File: config.mk
export PLATFORM = sky130hd
export DESIGN_NAME = imm_prefix_extender
export DESIGN_NICKNAME = d
export VERILOG_FILES = /design/src/rtl/imm_prefix_extender_pkg.sv /design/src/rtl/imm_prefix_extender_var_extender.sv /design/src/rtl/imm_prefix_extender.sv
export SDC_FILE = /design/constraint.sdc
export NUM_CORES = 1
export LEC_CHECK = 0
export ABC_AREA = 1
export CAP_MARGIN = 0
export CELL_PAD_IN_SITES_DETAIL_PLACEMENT = 0
export CELL_PAD_IN_SITES_GLOBAL_PLACEMENT = 1
export CORE_ASPECT_RATIO = 0.75
export CORE_MARGIN = 5
export CORE_UTILIZATION = 33
export DETAILED_ROUTE_END_ITERATION = 8
export PLACE_DENSITY_LB_ADDON = 0.1
export SYNTH_ARGS = -nofsm -noshare
export SYNTH_HDL_FRONTEND = slang
export SYNTH_SLANG_ARGS = --single-unit
File: constraint.sdc
create_clock -name clk_i -period 1.45 [get_ports clk_i]
set_clock_uncertainty 0.05 [all_clocks]
set_input_delay 0.29 -clock clk_i [delete_from_list [all_inputs] [get_ports clk_i]]
set_output_delay 0.29 -clock clk_i [all_outputs]
set_load 0.02 [all_outputs]
File: src/rtl/imm_prefix_extender_pkg.sv
// -----------------------------------------------------------------------------
// imm_prefix_extender_pkg
// Shared definitions for the prefix-based immediate extender.
//   IMM_W_DEF / DATA_W_DEF : default field and datapath widths
//   EXT_MODE_W             : width of the extension-mode selector
//   ext_mode_e             : extension modes (encoding 2'b11 behaves as ZERO)
//   field_width()          : combined field width for a given prefix count
// -----------------------------------------------------------------------------
package imm_prefix_extender_pkg;

    localparam int IMM_W_DEF   = 8;
    localparam int DATA_W_DEF  = 16;
    localparam int MAX_PFX_DEF = 1;
    localparam int EXT_MODE_W  = 2;

    typedef enum logic [EXT_MODE_W-1:0] {
        EXT_ZERO = 2'b00,
        EXT_SIGN = 2'b01,
        EXT_HIGH = 2'b10
    } ext_mode_e;

    // Width of the field formed by cnt prefixes plus the final field,
    // clamped to the datapath width.
    function automatic int field_width(input int cnt, input int imm_w, input int data_w);
        int w;
        w = (cnt + 1) * imm_w;
        return (w > data_w) ? data_w : w;
    endfunction

endpackage

File: src/rtl/imm_prefix_extender_var_extender.sv
// -----------------------------------------------------------------------------
// imm_prefix_extender_var_extender
// Combinational extender with a runtime field width.
//   field_i  [DATA_W-1:0] : right-aligned field; only bits below fw_i count
//   fw_i     [FW_W-1:0]   : number of valid field bits (1..DATA_W)
//   mode_i   [1:0]        : ZERO / SIGN / HIGH (2'b11 behaves as ZERO)
//   result_o [DATA_W-1:0] : extended value
// -----------------------------------------------------------------------------
module imm_prefix_extender_var_extender
    import imm_prefix_extender_pkg::*;
#(
    parameter int DATA_W = DATA_W_DEF,
    parameter int FW_W   = $clog2(DATA_W + 1)
) (
    input  logic [DATA_W-1:0]     field_i,
    input  logic [FW_W-1:0]       fw_i,
    input  logic [EXT_MODE_W-1:0] mode_i,
    output logic [DATA_W-1:0]     result_o
);

    logic [DATA_W-1:0] keep;
    logic [DATA_W-1:0] masked;
    logic [FW_W-1:0]   shamt;
    logic              sign_bit;

    // keep marks the valid field bits; sign_bit is the field's top valid bit.
    always_comb begin
        keep     = '0;
        sign_bit = 1'b0;
        for (int i = 0; i < DATA_W; i++) begin
            if (i < int'(fw_i)) begin
                keep[i] = 1'b1;
            end
            if (i == int'(fw_i) - 1) begin
                sign_bit = field_i[i];
            end
        end
    end

    assign masked = field_i & keep;
    assign shamt  = FW_W'(DATA_W) - fw_i;

    always_comb begin
        result_o = masked;
        case (mode_i)
            EXT_SIGN: result_o = sign_bit ? (masked | ~keep) : masked;
            EXT_HIGH: result_o = masked << shamt;
            default:  result_o = masked;
        endcase
    end

endmodule

File: src/rtl/imm_prefix_extender.sv
// -----------------------------------------------------------------------------
// imm_prefix_extender
// Sequential immediate builder at the decode/execute boundary. PREFIX
// instructions shift IMM_W bits each into an accumulator; the next non-prefix
// instruction supplies the final field, and the combined value is extended and
// registered.
//   clk_i          : clock, rising edge
//   rst_i          : synchronous active-high reset
//   en_i           : pipeline advance (0 = stall, state holds)
//   flush_i        : discard pending prefixes (wins over en_i)
//   instr_vld_i    : instruction fields are valid
//   prefix_i       : instruction is a prefix
//   mode_i         : extension mode
//   imm_in_i       : immediate field
//   imm_out_o      : registered extended immediate
//   imm_vld_o      : one-cycle pulse, imm_out_o updated
//   pfx_pending_o  : at least one prefix held
//   pfx_ovf_o      : one-cycle pulse, prefix rejected (limit reached)
// -----------------------------------------------------------------------------
module imm_prefix_extender
    import imm_prefix_extender_pkg::*;
#(
    parameter int IMM_W   = IMM_W_DEF,
    parameter int DATA_W  = DATA_W_DEF,
    parameter int MAX_PFX = MAX_PFX_DEF
) (
    input  logic                  clk_i,
    input  logic                  rst_i,
    input  logic                  en_i,
    input  logic                  flush_i,
    input  logic                  instr_vld_i,
    input  logic                  prefix_i,
    input  logic [EXT_MODE_W-1:0] mode_i,
    input  logic [IMM_W-1:0]      imm_in_i,
    output logic [DATA_W-1:0]     imm_out_o,
    output logic                  imm_vld_o,
    output logic                  pfx_pending_o,
    output logic                  pfx_ovf_o
);

    localparam int CNT_W = $clog2(MAX_PFX + 1);
    localparam int FW_W  = $clog2(DATA_W + 1);

    logic [DATA_W-1:0] acc_q, acc_d;
    logic [CNT_W-1:0]  cnt_q, cnt_d;
    logic [DATA_W-1:0] imm_out_q, imm_out_d;
    logic              imm_vld_q, imm_vld_d;
    logic              pfx_ovf_q, pfx_ovf_d;

    logic [DATA_W-1:0] field_cat;
    logic [FW_W-1:0]   field_w;
    logic [DATA_W-1:0] ext_result;

    // {acc, imm_in} truncated to DATA_W; used both to accumulate a prefix
    // and as the final combined field.
    assign field_cat = DATA_W'({acc_q, imm_in_i});
    assign field_w   = FW_W'(field_width(int'(cnt_q), IMM_W, DATA_W));

    imm_prefix_extender_var_extender #(
        .DATA_W (DATA_W),
        .FW_W   (FW_W)
    ) u_var_extender (
        .field_i  (field_cat),
        .fw_i     (field_w),
        .mode_i   (mode_i),
        .result_o (ext_result)
    );

    // Priority: flush > stall > instruction. Pulses default low every cycle.
    always_comb begin
        acc_d     = acc_q;
        cnt_d     = cnt_q;
        imm_out_d = imm_out_q;
        imm_vld_d = 1'b0;
        pfx_ovf_d = 1'b0;
        if (flush_i) begin
            acc_d = '0;
            cnt_d = '0;
        end else if (en_i && instr_vld_i) begin
            if (prefix_i) begin
                if (cnt_q < CNT_W'(MAX_PFX)) begin
                    acc_d = field_cat;
                    cnt_d = cnt_q + CNT_W'(1);
                end else begin
                    pfx_ovf_d = 1'b1;
                end
            end else begin
                imm_out_d = ext_result;
                imm_vld_d = 1'b1;
                acc_d     = '0;
                cnt_d     = '0;
            end
        end
    end

    always_ff @(posedge clk_i) begin
        if (rst_i) begin
            acc_q     <= '0;
            cnt_q     <= '0;
            imm_out_q <= '0;
            imm_vld_q <= 1'b0;
            pfx_ovf_q <= 1'b0;
        end else begin
            acc_q     <= acc_d;
            cnt_q     <= cnt_d;
            imm_out_q <= imm_out_d;
            imm_vld_q <= imm_vld_d;
            pfx_ovf_q <= pfx_ovf_d;
        end
    end

    assign imm_out_o     = imm_out_q;
    assign imm_vld_o     = imm_vld_q;
    assign pfx_ovf_o     = pfx_ovf_q;
    assign pfx_pending_o = (cnt_q != '0);

endmodule

== Word-level counts from Yosys, hierarchy flattened ==
Cells that the tools add are included.
W data, S select, Z words.
Cells by class
  reductions and logical operators: 7
  shifts and indexed selects: 1
  multiplexer cells: 41
  bitwise gates (word level): 6
  magnitude comparators: 18
  eq/ne operators: 18
  add/subtract/negate cells: 4
Operators by type and width (number)
  $eq A5 B32 Y1 const A: 8
  $eq A4 B32 Y1 const A: 4
  $eq A3 B32 Y1 const A: 2
  $lt A4 B5 Y1 const A: 8
  $mux W1: 36
  $eq A2 B32 Y1 const A: 1
  $logic_not A32 Y1: 1
  $pmux W16 S2: 1
  $lt A3 B5 Y1 const A: 4
  $and A16 B16 Y16: 1
  $mux W16: 1
  $mux W8: 2
  $not A16 Y16: 1
  $or A16 B16 Y16: 1
  $shl A16 B5 Y16: 1
  $lt A1 B5 Y1 const A: 2
  $lt A2 B5 Y1 const A: 2
  $sub A5 B1 Y6 const B: 1
  $gt A5 B5 Y1 const B: 1
  $mux W5: 1
  $sub A5 B5 Y5 const A: 1
  $reduce_or A4 Y1: 1
  $not A1 Y1: 3
  $reduce_and A3 Y1: 1
  10 further kinds: 10
Word-level totals
  word-level logic and storage cells: 100
  flip-flop bits (word level): 27
  input port bits: 16
  output and inout bits: 19

== Depth between registers and ports, before layout ==
  depth after elaboration: 23
  gate-level depth with buffers: 8
  gate-level depth less buffers: 8

== Modules after synthesis ==
Synthesis repeated with hierarchy kept, for this count alone.
Second synthesis, totals
  cells, all modules: 542
  area total of the unflattened synthesis: 3079.2 um^2
By module, submodules not included
  imm_prefix_extender_var_extender: seq. area each 0.0 um^2, cells an instance 397, area each 1974.4 um^2, instances 1
  imm_prefix_extender: seq. area each 540.5 um^2, cells an instance 145, area each 1104.8 um^2, instances 1

== Worst setup path before layout ==
Ideal clock, no wire load.
  path type: input -> register
  start: input mode_i[0]
  end: register imm_out_q[10], in the netlist imm_out_o[10]
  library setup time: 0.112 ns
  data arrival time: 1.122 ns
  buffers on the path: 0
  stages: 8
  setup slack: 0.166 ns
  required time: 1.288 ns
  cells stage by stage: inv_1 ha_1 inv_2 nand3_2 nand3_1 nand2_1 nand2_1 nand2_1
Between the ends
  cells in the longest elaborated chain, start to end: 2
  elaborated cells on any way between the ends: 3
  those cells by class: eq/ne: 2; mux: 1
Ends and longest elaborated chain
  from (decl): line imm_prefix_extender.sv:33  | input logic [EXT_MODE_W-1:0] mode_i,
  $eq A2 B2 Y1 / $eq A2 B1 Y1 (equally long branches): line imm_prefix_extender_var_extender.sv:45  | case (mode_i)
  $pmux W16 S2 *: line imm_prefix_extender_var_extender.sv:45
  to (signal assigned): line imm_prefix_extender.sv:106  | imm_out_q <= imm_out_d;
  to (decl): line imm_prefix_extender.sv:46  | logic [DATA_W-1:0] imm_out_q, imm_out_d;
Every way passes the cells marked *; elsewhere a longest branch is shown, timed or not.
A chain may end at the register's enable or synchronous reset.

== Final worst setup path ==
  start: register cnt_q, in the netlist pfx_pending_o
  end: output pfx_pending_o
RTL lines
  from (decl): line imm_prefix_extender.sv:45  | logic [CNT_W-1:0] cnt_q, cnt_d;
  from (signal assigned): line imm_prefix_extender.sv:105  | cnt_q <= cnt_d;
  to (decl): line imm_prefix_extender.sv:37  | output logic pfx_pending_o,
No word-level cell between the ends.

==> run_results.csv <==
group,metric,value,unit
run_status,status,"complete, no violations",
sta,tns,0,ns
drt,via_per_inst,4.61,
placed_design,place_area,0.00182,sq mm
drt,wirelength,3620,microns
drt,wire_per_inst,12.6,microns
drt,drc,0,
sta,slew_violations,0,
setup_path,r2r_slack,0.23,ns
finish,drive_above_1_share,18.6,%
sta,period_share,94.9,%
sta,setup_viol,0,
setup_path,r2r_start,"pfx_pending_o",
synth,synth_warnings,0,
pwr,p_per_area,767,mW/mm^2
floorplanning,die-area,0.00522,sq mm
setup_path,path_cells,"dlygate4sd2_1",
finish,fin_nets,256,
drt,vias,1329,
floorplanning,die_w,81.8,microns
drt,drt-pass1-iter-count,4,
synth,syn_nets,199,
clock_network,clock-sinks,27,
setup_path,crit_arrival,1.04,ns
grt,grtUsageTotal,14.5,%
floorplanning,start_util,34.6,%
floorplanning,fp-row-count,19,
min_path,min_path_type,"register to register",
finish,n_antenna_cell,0,
setup_path,critPathMaxStageDelay,0.41,ns
synth,synth_cell_types,17,
drt,drt_iter0_markers,53,
pwr,ir_worst_vdd,0.399,mV
min_path,worstHoldEndpoint,"imm_out_o[7]",
finish,areaGrowthSynthToFinish,49.3,%
setup_path,timing.rr.end,"acc_q[1]",
grt,antenna_found_initial,0,
min_path,hold_path_depth,2,
floorplanning,coreArea,0.00368,sq mm
finish,final_cell_mix,"47 x nand2_1, 27 x dfxtp_1, 23 x nand3_1, 23 x buf_4, 20 x dlygate4sd2_1",
grt,grt_pass1_vias,1273,
placed_design,gp_congestion,0.829,
sta,worst_pin_slew,0.351,ns
setup_path,required,1.11,ns
synth,avgSynthCellArea,7.08,sq um
sta,period_needed,1.38,ns
placed_design,io_buffers,34,
finish,stdcell_area,0.00190,sq mm
floorplanning,pin_count,35,
setup_path,critPathMaxFanout,4,
finish,layout_commonest_cell,"nand2_1",
grt,grt_pass1_wl,6010,microns
setup_path,crit_slowest_cell,"dfxtp_1",
grt,grt-ovfl-total,0,
setup_path,worst-setup-path-type,"register to output pin",
floorplanning,die_h,63.8,microns
clock_network,clk_pin_slew_worst_paths,0.09,ns
setup_path,r2r_cells,5,
sta,relSlewSlack,76.6,%
setup_path,cp-start-kind,"register",
clock_network,insertion_delay,0.27,ns
pwr,p_leak,0.972,nW
clock_network,ctsLongestPathBuffers,2,
clock_network,ctsHoldBuffers,0,
clock_network,clockRootBuffer,"clkbuf_8",
synth,synth.yosys.seq_area_share,42.4,%
setup_path,cp-end-kind,"output pin",
clock_network,h-tree-depth,1,
min_path,min-delay-start,"imm_out_o[7]",
synth,synthesis.area,0.00127,sq mm
flow_run,maxCapViolations,0,
drt,ant_nets,0,
clock_network,cts_tree,"built",
grt,grt_max_degree,17,
setup_path,critical_path_buf_inv_count,1,
synth,synth-seq-cells,27,
pwr,total_power,1.46,mW
finish,fin_util,51.6,%
clock_network,cts_buffers,3,
placed_design,hpwl,2780,microns
sta,rsz0062_at_grt,"no",
setup_path,cpLargestDelayFamily,"flip-flops",
synth,netlist_instances,180,
sta,max_freq,727,MHz
sta,finalHoldViolations,0,
-- per-layer routing --
layer	vias to the layer above	wire, microns	global-route usage (%)
met4	0	18	2.49
met3	2	103	3.37
li1	702	-	-
met1	608	1770	20.1
met2	17	1730	23.1
met5	-	0	0
-- stage by stage --
step / instances / setup WS (ns) / hold slack [ns]
after floorplan: 180 / 0.166 / 0.380
after global placement: 283 / -0.390 / 0.402
after detailed placement: 283 / -0.435 / 0.409
after CTS: 288 / -0.0205 / 0.420
after global routing: 288 / 0.0120 / 0.446
final: 288 / 0.0744 / 0.413
-- final cells by class --
class | count | area, sq um
Clock buffer | 3 | 41.3
Clock inverter | 1 | 5.00
Fill cell | 370 | 1780
Inverter | 21 | 81.3
Multi-Input combinational cell | 126 | 659
Sequential cell | 27 | 541
Tap cell | 52 | 65.1
Timing Repair Buffer | 58 | 510
-- flip-flops by register name, indices dropped and copies added, names as in the netlist --
register	cells
imm_vld_o	1
imm_out_o	16
acc_q	8
pfx_pending_o	1
pfx_ovf_o	1
-- synth_stat cells, drive strengths merged --
library cell,instances,area (sq um)
a21oi,21,105
buf,6,42.5
dfxtp,27,541
ha,3,37.5
inv,21,78.8
nand2,48,183
nand3,29,155
nor2,10,55.1
o21ai,14,70.1
o31ai,1,7.51
-- report_power, final --
| group | switching (mW) | internal [mW] | total, mW |
|---|---|---|---|
| Sequential | 0.00748 | 0.756 | 0.763 |
| Combinational | 0.145 | 0.121 | 0.267 |
| Clock | 0.238 | 0.193 | 0.431 |
-- kinds of logic after synthesis --
logic type      synth area share [%]
compound gates                  14.3
fa+ha+maj                       2.94
buf+inv                         9.52
simple gates                    30.8
flops                           42.4
-- how the worst max path moves through the flow --
stage	from	to	cells after the start
finish	pfx_pending_o	pfx_pending_o	1
CTS	mode_i[1]	imm_out_o[5]	6
global route	prefix_i	acc_q[1]	6
floorplan	mode_i[0]	imm_out_o[10]	8
detailed placement	mode_i[0]	imm_out_o[8]	9
global placement	mode_i[0]	imm_out_o[13]	9
-- repair_timing --
item | in CTS | in global routing
setup endpoints to repair | 35 | 16
pin swaps | 3 | 3
setup buffers | 1 | 0
gates resized for setup | 22 | 10
hold endpoints to repair | 0 | 0
No activity file was read; power rests on OpenSTA's default activity.
